==> config.mk <==
export PLATFORM = sky130hd
export DESIGN_NAME = metro_turnstile_gen2
export DESIGN_NICKNAME = d
export VERILOG_FILES = /design/src/rtl/metro_turnstile_gen2.sv
export SDC_FILE = /design/constraint.sdc
export NUM_CORES = 1
export LEC_CHECK = 0
export ABC_AREA = 1
export CORE_UTILIZATION = 45
export DETAILED_ROUTE_END_ITERATION = 7
export PLACE_DENSITY = 0.76
export SYNTH_ARGS = -nofsm -noshare
export SYNTH_HDL_FRONTEND = slang
export SYNTH_SLANG_ARGS = --single-unit
==> constraint.sdc <==
create_clock -name clk -period 2.1 [get_ports clk]
set_input_delay 0.42 -clock clk [delete_from_list [all_inputs] [get_ports clk]]
set_output_delay 0.42 -clock clk [all_outputs]
set_load 0.02 [all_outputs]
==> src/rtl/metro_turnstile_gen2.sv <==
// Turnstile lane controller: card-code check, bounded door-open window, fail-count lockout.
// Optional tailgate detection is enabled by defining METRO_TURNSTILE_TAILGATE_EN.
module metro_turnstile_gen2 #(
    parameter int unsigned CODE_W      = 4,
    parameter int unsigned VALID_CODE  = 9,
    parameter int unsigned OPEN_CYCLES = 8,
    parameter int unsigned MAX_FAILS   = 3,
    parameter int unsigned LOCK_CYCLES = 16
) (
    input  logic                           clk,
    input  logic                           reset,
    input  logic                           validate_code,
    input  logic [CODE_W-1:0]              access_code,
    input  logic                           pass_sensor,
    output logic                           open_access_door,
    output logic                           deny_pulse,
    output logic                           locked_out,
    output logic [$clog2(MAX_FAILS+1)-1:0] fail_count,
    output logic                           tailgate_alarm,
    output logic [1:0]                     state_out
);

    localparam int unsigned TMAX  = (OPEN_CYCLES > LOCK_CYCLES) ? OPEN_CYCLES : LOCK_CYCLES;
    localparam int unsigned TW    = ($clog2(TMAX) < 1) ? 1 : $clog2(TMAX);
    localparam int unsigned FW    = $clog2(MAX_FAILS + 1);

    localparam logic [1:0] IDLE    = 2'd0;
    localparam logic [1:0] OPEN    = 2'd1;
    localparam logic [1:0] DENIED  = 2'd2;
    localparam logic [1:0] LOCKOUT = 2'd3;

    logic [1:0]    state_q, state_d;
    logic [TW-1:0] timer_q, timer_d;
    logic [FW-1:0] fail_q,  fail_d;
    logic          code_ok;

    assign code_ok = (access_code == CODE_W'(VALID_CODE));

    always_comb begin
        state_d = state_q;
        timer_d = timer_q;
        fail_d  = fail_q;
        case (state_q)
            IDLE: begin
                if (validate_code) begin
                    if (code_ok) begin
                        state_d = OPEN;
                        timer_d = TW'(OPEN_CYCLES - 1);
                        fail_d  = '0;
                    end else if (fail_q == FW'(MAX_FAILS - 1)) begin
                        state_d = LOCKOUT;
                        timer_d = TW'(LOCK_CYCLES - 1);
                        fail_d  = FW'(MAX_FAILS);
                    end else begin
                        state_d = DENIED;
                        fail_d  = fail_q + FW'(1);
                    end
                end
            end
            OPEN: begin
                // Passage closes the door ahead of timer expiry.
                if (pass_sensor || (timer_q == '0)) begin
                    state_d = IDLE;
                    timer_d = '0;
                end else begin
                    timer_d = timer_q - TW'(1);
                end
            end
            DENIED: begin
                state_d = IDLE;
            end
            default: begin
                if (timer_q == '0) begin
                    state_d = IDLE;
                    fail_d  = '0;
                end else begin
                    timer_d = timer_q - TW'(1);
                end
`ifdef METRO_TURNSTILE_TAILGATE_EN
                if (pass_sensor) begin
                    state_d = LOCKOUT;
                    timer_d = TW'(LOCK_CYCLES - 1);
                    fail_d  = FW'(MAX_FAILS);
                end
`endif
            end
        endcase
    end

    always_ff @(posedge clk or negedge reset) begin
        if (!reset) begin
            state_q <= IDLE;
            timer_q <= '0;
            fail_q  <= '0;
        end else begin
            state_q <= state_d;
            timer_q <= timer_d;
            fail_q  <= fail_d;
        end
    end

`ifdef METRO_TURNSTILE_TAILGATE_EN
    logic alarm_q;

    always_ff @(posedge clk or negedge reset) begin
        if (!reset) begin
            alarm_q <= 1'b0;
        end else begin
            alarm_q <= pass_sensor && (state_q != OPEN);
        end
    end

    assign tailgate_alarm = alarm_q;
`else
    assign tailgate_alarm = 1'b0;
`endif

    assign open_access_door = (state_q == OPEN);
    assign deny_pulse       = (state_q == DENIED);
    assign locked_out       = (state_q == LOCKOUT);
    assign fail_count       = fail_q;
    assign state_out        = state_q;

endmodule

* After elaboration in Yosys (flattened, before gate mapping)
Index checks and enable logic that the tools add are counted.
** Operators by class
- Multiplexer cells :: 16
- Bitwise gates (word level) :: 2
- Reductions and logical operators :: 9
- Eq/ne operators :: 9
- Add/subtract/negate cells :: 2
** Operators by type and width (number)
- $mux W4 :: 5
- $mux W2 :: 7
- $pmux W4 S3 :: 1
- $eq A2 B2 Y1 const B :: 3
- $pmux W2 S3 :: 1
- $reduce_and A3 Y1 :: 2
- $eq A4 B4 Y1 const B :: 1
- $logic_not A4 Y1 :: 1
- $pmux W2 S2 :: 1
- $reduce_and A4 Y1 :: 1
- $reduce_bool A4 Y1 :: 1
- $sub A4 B1 Y4 const B :: 1
- $ne A3 B2 Y1 const B :: 1
- $ne A3 B3 Y1 const B :: 1
- $add A2 B1 Y2 const B :: 1
- $eq A2 B1 Y1 const B :: 1
- $logic_not A2 Y1 :: 1
- $ne A2 B1 Y1 const B :: 1
- $ne A2 B2 Y1 const B :: 1
- $not A1 Y1 :: 2
- $reduce_bool A2 Y1 :: 1
- $reduce_or A2 Y1 :: 1
- $logic_or A1 B1 Y1 :: 1
- $mux W1 :: 1
** Storage, ports and cells
- Output and inout port bits :: 8
- Word-level logic and storage cells :: 41
- Register bits after elaboration :: 8
- Bits of input ports :: 8

* Logic depth before layout (Yosys ltp)
- Word-level depth :: 5
- Depth in mapped cells :: 11

* Worst setup path after synthesis
No wires, ideal clock.
- Kind :: flip-flop to flip-flop
- Start point :: reg state_q[1] (netlist: state_out[1])
- End point :: reg timer_q[3]
- Cell stages (with the launch flop) :: 11
- Arrival time :: 1.405 ns
- Data required time :: 1.987 ns
- Slack :: 0.582 ns
- Path buffers :: 0
- Cell sequence :: dfrtp_1 inv_1 ha_1 nor2_1 nand3_1 nand2_2 inv_2 nand2_4 nand2_1 nand2_1 inv_1
** Between the ends
- Longest elaborated chain between the ends :: 3
- Elaborated cells between the ends (all ways) :: 9
** Ends and longest elaborated chain
- from (decl) :: RTL line 32 : logic [1:0] state_q, state_d;
- from (signal assigned) :: RTL line 96 : state_q <= state_d;
- $eq A2 B1 Y1 *
- named net open_access_door :: RTL line 15 : output logic open_access_door,
- $ne A3 B2 Y1 (no line)
- $reduce_and A4 Y1 (no line)
- to (signal assigned) :: RTL line 97 : timer_q <= timer_d;
- to (decl) :: RTL line 33 : logic [TW-1:0] timer_q, timer_d;
The timed path passes the listed nets; every way through them passes the cells marked *.
A chain may end at the register's enable or synchronous reset.

* Worst setup path after layout
- Start point :: reg state_q[0] (netlist: state_out[0])
- End point :: out deny_pulse
** Between the ends
- Longest elaborated chain between the ends :: 1
** Ends and longest elaborated chain
- $eq A2 B2 Y1 :: RTL line 119 : assign deny_pulse = (state_q == DENIED);
- to (decl) :: RTL line 16 : output logic deny_pulse,
Every way passes these cells.

==> flow_summary.json <==
{
  "status": "completed",
  "fmax_mhz": 508,
  "synth_cell_types": 20,
  "grt_max_degree": 9,
  "ant_nets": 0,
  "rows": 13,
  "io_pins": 16,
  "rr_startpoint": "state_out[0]",
  "fin_nets": 125,
  "synth_top_area_share_pct": 31.9,
  "skew_ps": 2.31,
  "hpwl_um": 1020,
  "worst_setup_path_start_kind": "register",
  "r2r_cells": 8,
  "min_period_ps": 1970,
  "fill_cells": 126,
  "grt-ovfl-total": 0,
  "grt_use_total_pct": 19.1,
  "critical_path.max_stage_delay_ps": 610,
  "gp_congestion": 0.710,
  "crit_chain": "inv_1 > ha_1 > clkdlybuf4s50_1",
  "cts_tree": "done",
  "power_mw": 1.33,
  "areaGrowthSynthToFinish_pct": 28.1,
  "peakVddDrop_mv": 0.922,
  "synthesis.area_sq_um": 627,
  "r2r_end": "fail_count[0]",
  "p_per_area_nw_per_um2": 1660,
  "antenna_cells": 0,
  "clockRootBuffer": "clkbuf_4",
  "cts_sinks": 8,
  "fin_crit_sh_pct": 93.8,
  "crit_slowest_cell": "clkdlybuf4s50_1",
  "grt_pass1_vias": 485,
  "syn_inst": 93,
  "maxCapViolations": 0,
  "htree_levels": 1,
  "crit_cells": 3,
  "cp-startpoint": "state_out[0]",
  "cts_buffer_depth": 2,
  "grt_first_pass_wirelength_um": 1960,
  "yosysTopAreaCell": "dfrtp_1",
  "drt-total-wl_um": 1210,
  "finalHoldViolations": 0,
  "synth_seq_cells": 8,
  "r2r_setup_slack_ps": 590,
  "synthTopCellsByArea": "dfrtp_1 (32%), nand2_1 (21%), ha_1 (12%)",
  "yosys_warnings": 0,
  "antenna_found_initial": 0,
  "die_h_um": 39.3,
  "drtIter0Drc": 13,
  "io_buffers": 14,
  "cts_buffers": 3,
  "slew_viol_final": 0,
  "critical_path_class": "reg2out",
  "p_leak_nw": 0.467,
  "crit_required_ps": 1680,
  "clock_latency_ps": 240,
  "hp-class": "in2async",
  "drive_above_1_share_pct": 11.0,
  "avgSynthCellArea_sq_um": 6.74,
  "wl_per_cell_um": 9.72,
  "ys_seq_area_share_pct": 31.9,
  "core_area_sq_um": 1300,
  "fin_setup_tns_ps": 0,
  "rsz0062_at_grt": "false",
  "path_clk_slew_ps": 50,
  "cp.arrival_ps": 1550,
  "dr.pass1.iters": 4,
  "die_area_sq_um": 1550,
  "initial_core_util_pct": 48.2,
  "num_vias": 563,
  "cp_num_buf_inv": 2,
  "endpoint": "deny_pulse",
  "remaining_drc_errors": 0,
  "crit_family": "buffers and inverters",
  "cp_max_fo": 5,
  "via_per_inst": 4.54,
  "critPathCaptureType": "output pin",
  "setup_viol": 0,
  "die_width_um": 39.3,
  "synth_nets": 107
}
through the flow:
step                hold slack (ps)  instance area (sq um)  setup WS (ps)  instances  utilization, %
floorplan                       124                    627            582         93               -
global placement                469                    778            385        121            59.8
detailed placement              470                    778            345        121            59.8
CTS                             455                    801           76.2        124            61.5
global route                    474                    803           63.5        124            61.7
finish                          450                    803            130        124            61.7
layout make-up:
cell class / count / area [sq um] / area share (%)
flip-flops and latches: 8 / 200 / 24.9
inverters: 18 / 67.6 / 8.41
multi-input cells: 66 / 352 / 43.8
well taps: 15 / 18.8 / 2.34
clock buffers: 3 / 22.5 / 2.80
repair buffers: 14 / 143 / 17.8
worst reg2reg max path: cells and delay by family, from the launching register on:
| family | cells | cell delay, ps |
|---|---|---|
| fa+ha+maj | 1 | 270 |
| simple gates | 3 | 330 |
| flops | 1 | 400 |
| buf+inv | 3 | 330 |
| compound gates | 1 | 60 |
Yosys cell counts:
cell type / n
inv_2: 3
o21ai_0: 1
nand4_1: 1
or2_2: 1
a21oi_1: 1
nor2_2: 1
dfrtp_1: 8
xor2_1: 1
buf_4: 1
nor2_1: 4
nand3_1: 6
nand2_1: 35
conb_1: 1
ha_1: 6
nor2_4: 1
nand2_4: 1
nand3_2: 1
o21ai_1: 4
nand2_2: 1
inv_1: 15
routing by layer:
metal | global-route usage (%) | share of wire (%) | wire, um | vias to the layer above
li1 | - | - | - | 314
met1 | 24.7 | 49 | 589 | 235
met2 | 31.3 | 47 | 563 | 12
met3 | 3.41 | 3.9 | 47 | 2
met4 | 7.76 | 0.41 | 5 | 0
met5 | 0 | 0 | 0 | -
placed cells by master (no fill, tap or decap):
| master | n |
|---|---|
| conb_1 | 1 |
| o21ai_1 | 4 |
| nand2_1 | 35 |
| inv_2 | 3 |
| nand2_2 | 1 |
| o21ai_0 | 1 |
| nand3_1 | 6 |
| nand3_2 | 1 |
| clkbuf_4 | 3 |
| nor2_1 | 4 |
| dlymetal6s2s_1 | 1 |
| a21oi_1 | 1 |
| nand2_4 | 1 |
| nor2_2 | 1 |
| inv_1 | 15 |
| or2_2 | 1 |
| clkdlybuf4s50_1 | 13 |
| nor2_4 | 1 |
| xor2_1 | 1 |
| ha_1 | 6 |
| nand4_1 | 1 |
| dfrtp_1 | 8 |
repair_timing:
item                                   4_1_cts  5_1_grt
endpoints found under the hold margin        0        0
setup endpoints to repair                    0        1
setup buffers                                0        0
gates resized for setup                      0        1
hold buffers                                 0        0
flip-flops by register name, indices dropped and copies added (netlist names):
register,flops
state_out,2
timer_q,4
fail_count,2
logic make-up (layout without fill, tap and decap cells):
family                   after synthesis  count (layout)  synth area share, %
other                                  1               1                0.598
AND/OR/NAND/NOR                       52              52                 37.3
adder cells (fa/ha/maj)                6               6                 12.0
buffers and inverters                 19              35                 12.0
flip-flops                             8               8                 31.9
XOR/XNOR                               1               1                 1.40
AO/OA/AOI/OAI                          6               6                 4.79
worst min-delay path by stage:
stage                                to  startpoint  slack, ps
after floorplan           fail_count[0]       reset        120
after global placement       timer_q[1]  timer_q[1]        470
after detailed placement     timer_q[1]  timer_q[1]        470
after CTS                 fail_count[0]       reset        460
after global routing         timer_q[0]       reset        470
final                        timer_q[3]       reset        450
power breakdown:
| part | internal [mW] | switching (mW) | leakage (nW) |
|---|---|---|---|
| clock | 0.0648 | 0.0439 | 0.0138 |
| combinational | 0.365 | 0.563 | 0.355 |
| sequential | 0.235 | 0.0594 | 0.0984 |
(Power assumes the default switching activity.)
